<file path="src/rtl/div_iter_if.sv">
// -----------------------------------------------------------------------------
// div_iter_if
// Bundles the request/response signals between the EX-stage control logic and
// the iterative divider.
//
//   start     request a division (honoured only while the divider is idle)
//   is_signed 1 = DIV (signed), 0 = DIVU
//   flush     abandon any in-flight division
//   a, b      dividend / divisor, captured together with start
//   stall_o   pipeline stall request from the divider
//   valid_o   one-cycle pulse marking result_o as valid
//   result_o  {remainder, quotient}
//
// master: the pipeline side that issues requests.
// slave : the divider.
// -----------------------------------------------------------------------------
interface div_iter_if #(
    parameter int WIDTH = 32
);
    logic                 start;
    logic                 is_signed;
    logic                 flush;
    logic [WIDTH-1:0]     a;
    logic [WIDTH-1:0]     b;
    logic                 stall_o;
    logic                 valid_o;
    logic [2*WIDTH-1:0]   result_o;

    modport master (
        output start, is_signed, flush, a, b,
        input  stall_o, valid_o, result_o
    );

    modport slave (
        input  start, is_signed, flush, a, b,
        output stall_o, valid_o, result_o
    );
endinterface

</file>
<file path="src/rtl/div_iter.sv">
// -----------------------------------------------------------------------------
// div_iter
// Iterative radix-2 restoring divider for DIV/DIVU. One quotient bit is
// produced per cycle; the signed case divides magnitudes and fixes the signs
// on the way out. Result is {remainder, quotient} (HI = remainder, LO =
// quotient).
//
// Ports:
//   clk  clock, all state changes on the rising edge
//   rst  asynchronous, active-high reset
//   bus  div_iter_if slave modport (start/is_signed/flush/a/b in,
//        stall_o/valid_o/result_o out)
// -----------------------------------------------------------------------------
module div_iter #(
    parameter int WIDTH = 32
) (
    input  logic          clk,
    input  logic          rst,
    div_iter_if.slave     bus
);

    // One extra bit so the counter can represent WIDTH without wrapping.
    localparam int CW = $clog2(WIDTH) + 1;

    typedef enum logic [1:0] {
        IDLE,
        CALC,
        DONE
    } state_t;

    state_t             state;
    state_t             state_nx;

    logic [WIDTH-1:0]   rem_q;      // partial remainder
    logic [WIDTH-1:0]   quo_q;      // dividend, shifted out as quotient shifts in
    logic [WIDTH-1:0]   dsr_q;      // divisor magnitude
    logic [CW-1:0]      cnt_q;
    logic               q_neg;      // negate quotient in DONE
    logic               r_neg;      // negate remainder in DONE
    logic               flush_d;    // flush seen in the previous cycle
    logic [2*WIDTH-1:0] result_q;   // last delivered result, held while idle

    // ---------------------------------------------------------------------
    // Operand preparation
    // ---------------------------------------------------------------------
    logic               a_neg;
    logic               b_neg;
    logic [WIDTH-1:0]   a_mag;
    logic [WIDTH-1:0]   b_mag;
    logic               b_zero;

    assign a_neg  = bus.is_signed & bus.a[WIDTH-1];
    assign b_neg  = bus.is_signed & bus.b[WIDTH-1];
    assign a_mag  = a_neg ? -bus.a : bus.a;
    assign b_mag  = b_neg ? -bus.b : bus.b;
    assign b_zero = (bus.b == '0);

    // ---------------------------------------------------------------------
    // One restoring step
    // ---------------------------------------------------------------------
    // The shifted remainder needs WIDTH+1 bits: it can reach 2*|b|-1, which
    // exceeds WIDTH bits when |b| has its top bit set (e.g. unsigned 0xFFFFFFFF).
    logic [WIDTH:0]     rem_sh;
    logic               q_bit;
    logic [WIDTH-1:0]   rem_step;
    logic [WIDTH-1:0]   quo_step;
    logic               last_step;

    assign rem_sh    = {rem_q, quo_q[WIDTH-1]};
    assign q_bit     = (rem_sh >= {1'b0, dsr_q});
    // When the trial subtraction succeeds the difference is below |b|, so it
    // always fits in WIDTH bits and the truncation loses nothing.
    assign rem_step  = q_bit ? WIDTH'(rem_sh - {1'b0, dsr_q}) : rem_sh[WIDTH-1:0];
    assign quo_step  = {quo_q[WIDTH-2:0], q_bit};
    assign last_step = (cnt_q == CW'(WIDTH - 1));

    // ---------------------------------------------------------------------
    // Sign correction, applied combinationally while in DONE
    // ---------------------------------------------------------------------
    logic [WIDTH-1:0]   quo_fix;
    logic [WIDTH-1:0]   rem_fix;

    assign quo_fix = q_neg ? -quo_q : quo_q;
    assign rem_fix = r_neg ? -rem_q : rem_q;

    // ---------------------------------------------------------------------
    // FSM state register
    // ---------------------------------------------------------------------
    // NOTE: sequential state is written with non-blocking assignments only, so
    // every flop samples the pre-edge values regardless of statement order.
    always_ff @(posedge clk or posedge rst) begin
        if (rst) begin
            state <= IDLE;
        end else begin
            state <= state_nx;
        end
    end

    // ---------------------------------------------------------------------
    // FSM next-state logic
    // ---------------------------------------------------------------------
    // NOTE: state_nx gets a default before any branch; without it a missed
    // path would hold the old value and infer a latch.
    always_comb begin
        state_nx = state;
        if (bus.flush) begin
            state_nx = IDLE;
        end else begin
            unique case (state)
                IDLE: begin
                    if (bus.start) begin
                        state_nx = b_zero ? DONE : CALC;
                    end
                end
                CALC: begin
                    if (last_step) begin
                        state_nx = DONE;
                    end
                end
                DONE: begin
                    state_nx = IDLE;
                end
                default: begin
                    state_nx = IDLE;
                end
            endcase
        end
    end

    // ---------------------------------------------------------------------
    // Datapath registers
    // ---------------------------------------------------------------------
    always_ff @(posedge clk or posedge rst) begin
        if (rst) begin
            rem_q    <= '0;
            quo_q    <= '0;
            dsr_q    <= '0;
            cnt_q    <= '0;
            q_neg    <= 1'b0;
            r_neg    <= 1'b0;
            flush_d  <= 1'b0;
            result_q <= '0;
        end else begin
            flush_d <= bus.flush;
            if (bus.flush) begin
                cnt_q <= '0;
            end else begin
                unique case (state)
                    IDLE: begin
                        if (bus.start) begin
                            cnt_q <= '0;
                            dsr_q <= b_mag;
                            if (b_zero) begin
                                // Divide by zero: raw dividend as remainder,
                                // all-ones quotient, no sign fix-up.
                                rem_q <= bus.a;
                                quo_q <= '1;
                                q_neg <= 1'b0;
                                r_neg <= 1'b0;
                            end else begin
                                rem_q <= '0;
                                quo_q <= a_mag;
                                q_neg <= a_neg ^ b_neg;
                                r_neg <= a_neg;
                            end
                        end
                    end
                    CALC: begin
                        rem_q <= rem_step;
                        quo_q <= quo_step;
                        cnt_q <= cnt_q + CW'(1);
                    end
                    DONE: begin
                        result_q <= {rem_fix, quo_fix};
                    end
                    default: begin
                        cnt_q <= '0;
                    end
                endcase
            end
        end
    end

    // ---------------------------------------------------------------------
    // Outputs
    // ---------------------------------------------------------------------
    // Stall drops in DONE so the pipeline captures the result and advances in
    // the same cycle.
    assign bus.stall_o  = ~bus.flush &
                          (((state == IDLE) & bus.start) | (state == CALC));
    assign bus.valid_o  = (state == DONE) & ~bus.flush & ~flush_d;
    // In DONE the fixed-up value is shown directly; otherwise the last
    // delivered result is held.
    assign bus.result_o = bus.valid_o ? {rem_fix, quo_fix} : result_q;

endmodule

</file>
<file path="src/flat_wrapper.sv">
// flat-port wrapper written by rule: the top's interface ports become plain ports
module div_iter_flat 
#(
    parameter int WIDTH = 32
)
  (clk, rst, bus_start, bus_is_signed, bus_flush, bus_a, bus_b, bus_stall_o, bus_valid_o, bus_result_o);
  div_iter_if #(.WIDTH(WIDTH)) bus_i ();
  input  logic clk;
  input  logic rst;
  input wire logic [$bits(bus_i.start)-1:0] bus_start;
  input wire logic [$bits(bus_i.is_signed)-1:0] bus_is_signed;
  input wire logic [$bits(bus_i.flush)-1:0] bus_flush;
  input wire logic [$bits(bus_i.a)-1:0] bus_a;
  input wire logic [$bits(bus_i.b)-1:0] bus_b;
  output wire logic [$bits(bus_i.stall_o)-1:0] bus_stall_o;
  output wire logic [$bits(bus_i.valid_o)-1:0] bus_valid_o;
  output wire logic [$bits(bus_i.result_o)-1:0] bus_result_o;
  assign bus_i.start = bus_start;
  assign bus_i.is_signed = bus_is_signed;
  assign bus_i.flush = bus_flush;
  assign bus_i.a = bus_a;
  assign bus_i.b = bus_b;
  assign bus_stall_o = bus_i.stall_o;
  assign bus_valid_o = bus_i.valid_o;
  assign bus_result_o = bus_i.result_o;
  div_iter #(.WIDTH(WIDTH)) u_core (.clk(clk), .rst(rst), .bus(bus_i));
endmodule
</file>
<file path="config.mk">
export PLATFORM = sky130hd
export DESIGN_NAME = div_iter_flat
export DESIGN_NICKNAME = d
export VERILOG_FILES = /design/src/rtl/div_iter_if.sv /design/src/rtl/div_iter.sv /design/src/flat_wrapper.sv
export SDC_FILE = /design/constraint.sdc
export NUM_CORES = 1
export LEC_CHECK = 0
export BUFFER_PORTS_ARGS = -buffer_cell sky130_fd_sc_hd__buf_2
export CORE_ASPECT_RATIO = 0.75
export CORE_MARGIN = 5
export CORE_UTILIZATION = 50
export DETAILED_ROUTE_END_ITERATION = 8
export PLACE_DENSITY = 0.71
export SLEW_MARGIN = 20
export SYNTH_ARGS = -nofsm -noshare
export SYNTH_HDL_FRONTEND = slang
export SYNTH_SLANG_ARGS = --single-unit
</file>
<file path="constraint.sdc">
create_clock -name clk -period 6.5 [get_ports clk]
set_input_delay 0.65 -clock clk [delete_from_list [all_inputs] [get_ports clk]]
set_output_delay 0.65 -clock clk [all_outputs]
set_load 0.03 [all_outputs]
</file>
==> results.md <==
| Item | Reported |
|:---|:---|
| Biggest area contributors in the synthesized netlist | dfrtp_1 (35%), o21ai_0 (9.9%), nand2_1 (8.3%) |
| Die width | 191 um |
| Post-synth top flop | dfrtp_1 |
| Share of synthesized registers carrying an async set or reset | 100% |
| Number of nets in the layout | 1763 |
| Share of the synthesized area in the top cell type | 34.9% |
| Die H | 146 um |
| PostCTS Resize Cnt | 0 |
| Crit Path Category | flip-flop to primary output |
| Worst ir drop on vdd | 0.298 mV |
| Count of H-tree levels built during CTS | 4 |
| Relative max-transition margin | 27.2% |
| Clock transition at the registers of the reported paths | 70 ps |
| Starting DRC count in detailed routing | 1231 |
| Starting utilization of the core area | 50.9% |
| Final antenna-violating net count | 0 |
| Tightest Hold Check Type | primary input to flip-flop |
| Max-capacitance violation count | 0 |
| Count of clock tree sinks | 171 |
| Site row count | 49 |
| Switching portion of total power | 52.7% |
| Initial antenna violation count | 3 |
| Share of synthesized area occupied by flip-flops and latches | 34.9% |
| Inserted Clock Buffers | 17 |
| RSZ-0062 raised after global routing | no |
| Crit path time final | 4160 ps |
| Wirelength, routed | 38.0 mm |
| Worst Tran Pin Value | 1090 ps |
| Syn nets | 1696 |
| Slowest cell on the critical path | dfrtp_1 |
| Setup violators final | 0 |
| Comb power frac | 59.6% |
| Cell leakage power | 5.94 nW |
| Worst path max stage delay | 470 ps |
| Routed wirelength normalized by instance count | 19.0 um |
| Number of max-slew violations in the final report | 0 |
| Synth unique cells | 68 |
| Worst hold slack | 369 ps |
| Worst skew pair latency | 450 ps |
| Final Hold Vio Count | 0 |
| Via count of the first global-routing pass | 10995 |
| Kind of launch point of the worst setup path | flip-flop |
| GRT Residual Overflow | 0 |
| Share of post-route cells with drive strength above 1 | 12.1% |
| TritonRoute pass-1 iters | 6 |
| Fillers | 2281 |
| Global placement routability congestion | 0.982 |
| Post-synthesis cell area | 12300 um^2 |
| Final design area excluding fillers | 13600 um^2 |
| R2R Setup Slk | 2520 ps |
| Placed instance area | 13100 um^2 |
| Sequential power share | 28.1% |
| Warnings from Yosys | 0 |
| Sum Neg Setup Slack | 0 ps |
| Gate count of the mapped netlist | 1589 |
| CP bufs+invs | 1 |
| Std-Cell Core Area | 24100 um^2 |
| Final cycle utilization of the critical path | 63.9% |
| Power, Total | 7.97 mW |
| I/O Buffers | 134 |
| Critical path arrival | 3510 ps |
| Average footprint of a synthesized cell | 7.72 um^2 |
| Internal portion of total power | 3.77 mW |
| Setup Buffers After CTS | 0 |
| Deepest clock path buffer count | 2 |
| Final Util | 56.5% |
| Total routing usage reported by global routing | 27.2% |
| Maximum clock rate | 241 MHz |
| Largest driver fanout on the critical path | 6 |
| Post-synth EDFFs | 0 |
| Crit end category | primary output |
| Clock root buffer | clkbuf_16 |
| First-pass GRT wire length | 60.6 mm |
| Top-level I/O count | 135 |
| TritonCTS clock tree | built |
| DRC Markers | 0 |
| HPWL after DPL | 28.1 mm |
| Vias per inst | 5.96 |
| Pin count of the biggest net entering global routing | 129 |
| Part of the power in the clock network | 12.3% |
| Detailed-route via count | 11917 |
| Synthesis-to-finish area growth | 11.0% |
| Synthesized flop and latch total | 171 |
| Power Dens Cells | 585 nW/um^2 |
| DIE AREA | 27800 um^2 |
| Status | complete, no violations |
| Clk_skew | 9.82 ps |
| Cell family with most CP delay | simple AND/OR/NAND/NOR gates |
| CP required | 5850 ps |
| Critical path cell sequence | nor4_2 -> nand3_1 -> or3_1 -> or3_1 -> nand2b_1 -> nand2b_1 -> o21ai_1 -> xor2_1 -> o21ai_0 -> buf_2 |
| Net switching component of the power | 4.20 mW |
| Number of buffers inserted by hold repair at cts | 0 |
| Leading area contributor after synthesis | dfrtp_1 |
## registers in the layout (all words and copies together) (netlist names)
| register | flops |
|---|---|
| u_core.rem_q | 32 |
| u_core.cnt_q | 6 |
| u_core.state | 2 |
| u_core.result_q | 64 |
| u_core.dsr_q | 32 |
| u_core.q_neg | 1 |
| u_core.quo_q | 32 |
| u_core.flush_d | 1 |
| u_core.r_neg | 1 |
## cells in the final DEF (no fill, tap or decap), types with 18 or more instances in the layout
| cell type | n |
|---|---|
| nand3_1 | 44 |
| o21ai_0 | 242 |
| a31oi_1 | 18 |
| buf_2 | 134 |
| dfrtp_1 | 171 |
| nor2_1 | 113 |
| inv_1 | 52 |
| xor2_1 | 85 |
| nand2_1 | 268 |
| xnor2_1 | 59 |
| nor3_1 | 26 |
| o31ai_1 | 27 |
| ha_1 | 37 |
| a21oi_1 | 117 |
## cells by family after synthesis
family	after synthesis	share of synthesized area, %
and+or+nand+nor	557	20.7
AOI/OAI and AO/OA	527	25.0
muxes	6	0.489
xor gates and xnor gates	144	10.3
DFF	171	34.9
buffers and inverters	146	4.75
adders and majority gates	38	3.94
## synthesized netlist by cell type (27+ instances only)
master,count
nand2_1,270
o21ai_0,242
dfrtp_1,171
a21oi_1,117
nor2_1,115
xor2_1,85
clkbuf_1,78
xnor2_1,59
inv_1,53
nand3_1,44
ha_1,37
o31ai_1,27
## metal layers
| layer | part of all wire (%) | routed length [um] | vias to the layer above | track usage (%) |
|---|---|---|---|---|
| met2 | 41 | 15700 | 485 | 38.4 |
| li1 | - | - | 5731 | - |
| met5 | 0.034 | 13 | - | 0 |
| met4 | 2.0 | 747 | 2 | 7.47 |
| met3 | 9.9 | 3780 | 63 | 7.31 |
| met1 | 47 | 17700 | 5636 | 41.1 |
## final timing paths
kind,start,end,cells past startpoint
hold / removal,bus_flush,u_core.flush_d,1
setup / recovery,u_core.rem_q[4],bus_result_o[62],10
hold reg to reg,u_core.result_q[62],u_core.result_q[62],2
setup reg to reg,u_core.rem_q[0],u_core.rem_q[26],11
min in group asynchronous,rst,u_core.result_q[7],2
max in group asynchronous,rst,u_core.dsr_q[25],3
## stage by stage
stage | cells | worst slack [ps]
2_1_floorplan | 1589 | 1220
3_3_place_gp | 1968 | 2690
3_5_place_dp | 1968 | 2630
4_1_cts | 2000 | 2350
5_1_grt | 2000 | 2090
6_report | 2001 | 2340
## layout make-up
class | instances | area, um^2 | share of cell area, %
Clock inverter | 12 | 100 | 0.735
Antenna cell | 1 | 2.50 | 0.0184
Timing Repair Buffer | 140 | 716 | 5.26
Inverter | 54 | 208 | 1.53
Multi-Input combinational cell | 1272 | 7450 | 54.7
Sequential cell | 171 | 4280 | 31.4
Clock buffer | 20 | 447 | 3.28
Tap cell | 331 | 414 | 3.04
## power by group through the flow
stage,combinational [mW],sequential (mW),clock [mW]
2_1_floorplan,3.59,1.92,0
3_3_place_gp,4.62,2.20,0
3_5_place_dp,4.65,2.23,0
4_1_cts,4.70,2.21,0.986
5_1_grt,5.26,2.30,1.03
6_report,4.75,2.24,0.982
Note: power is estimated with default switching activity, not from simulation.
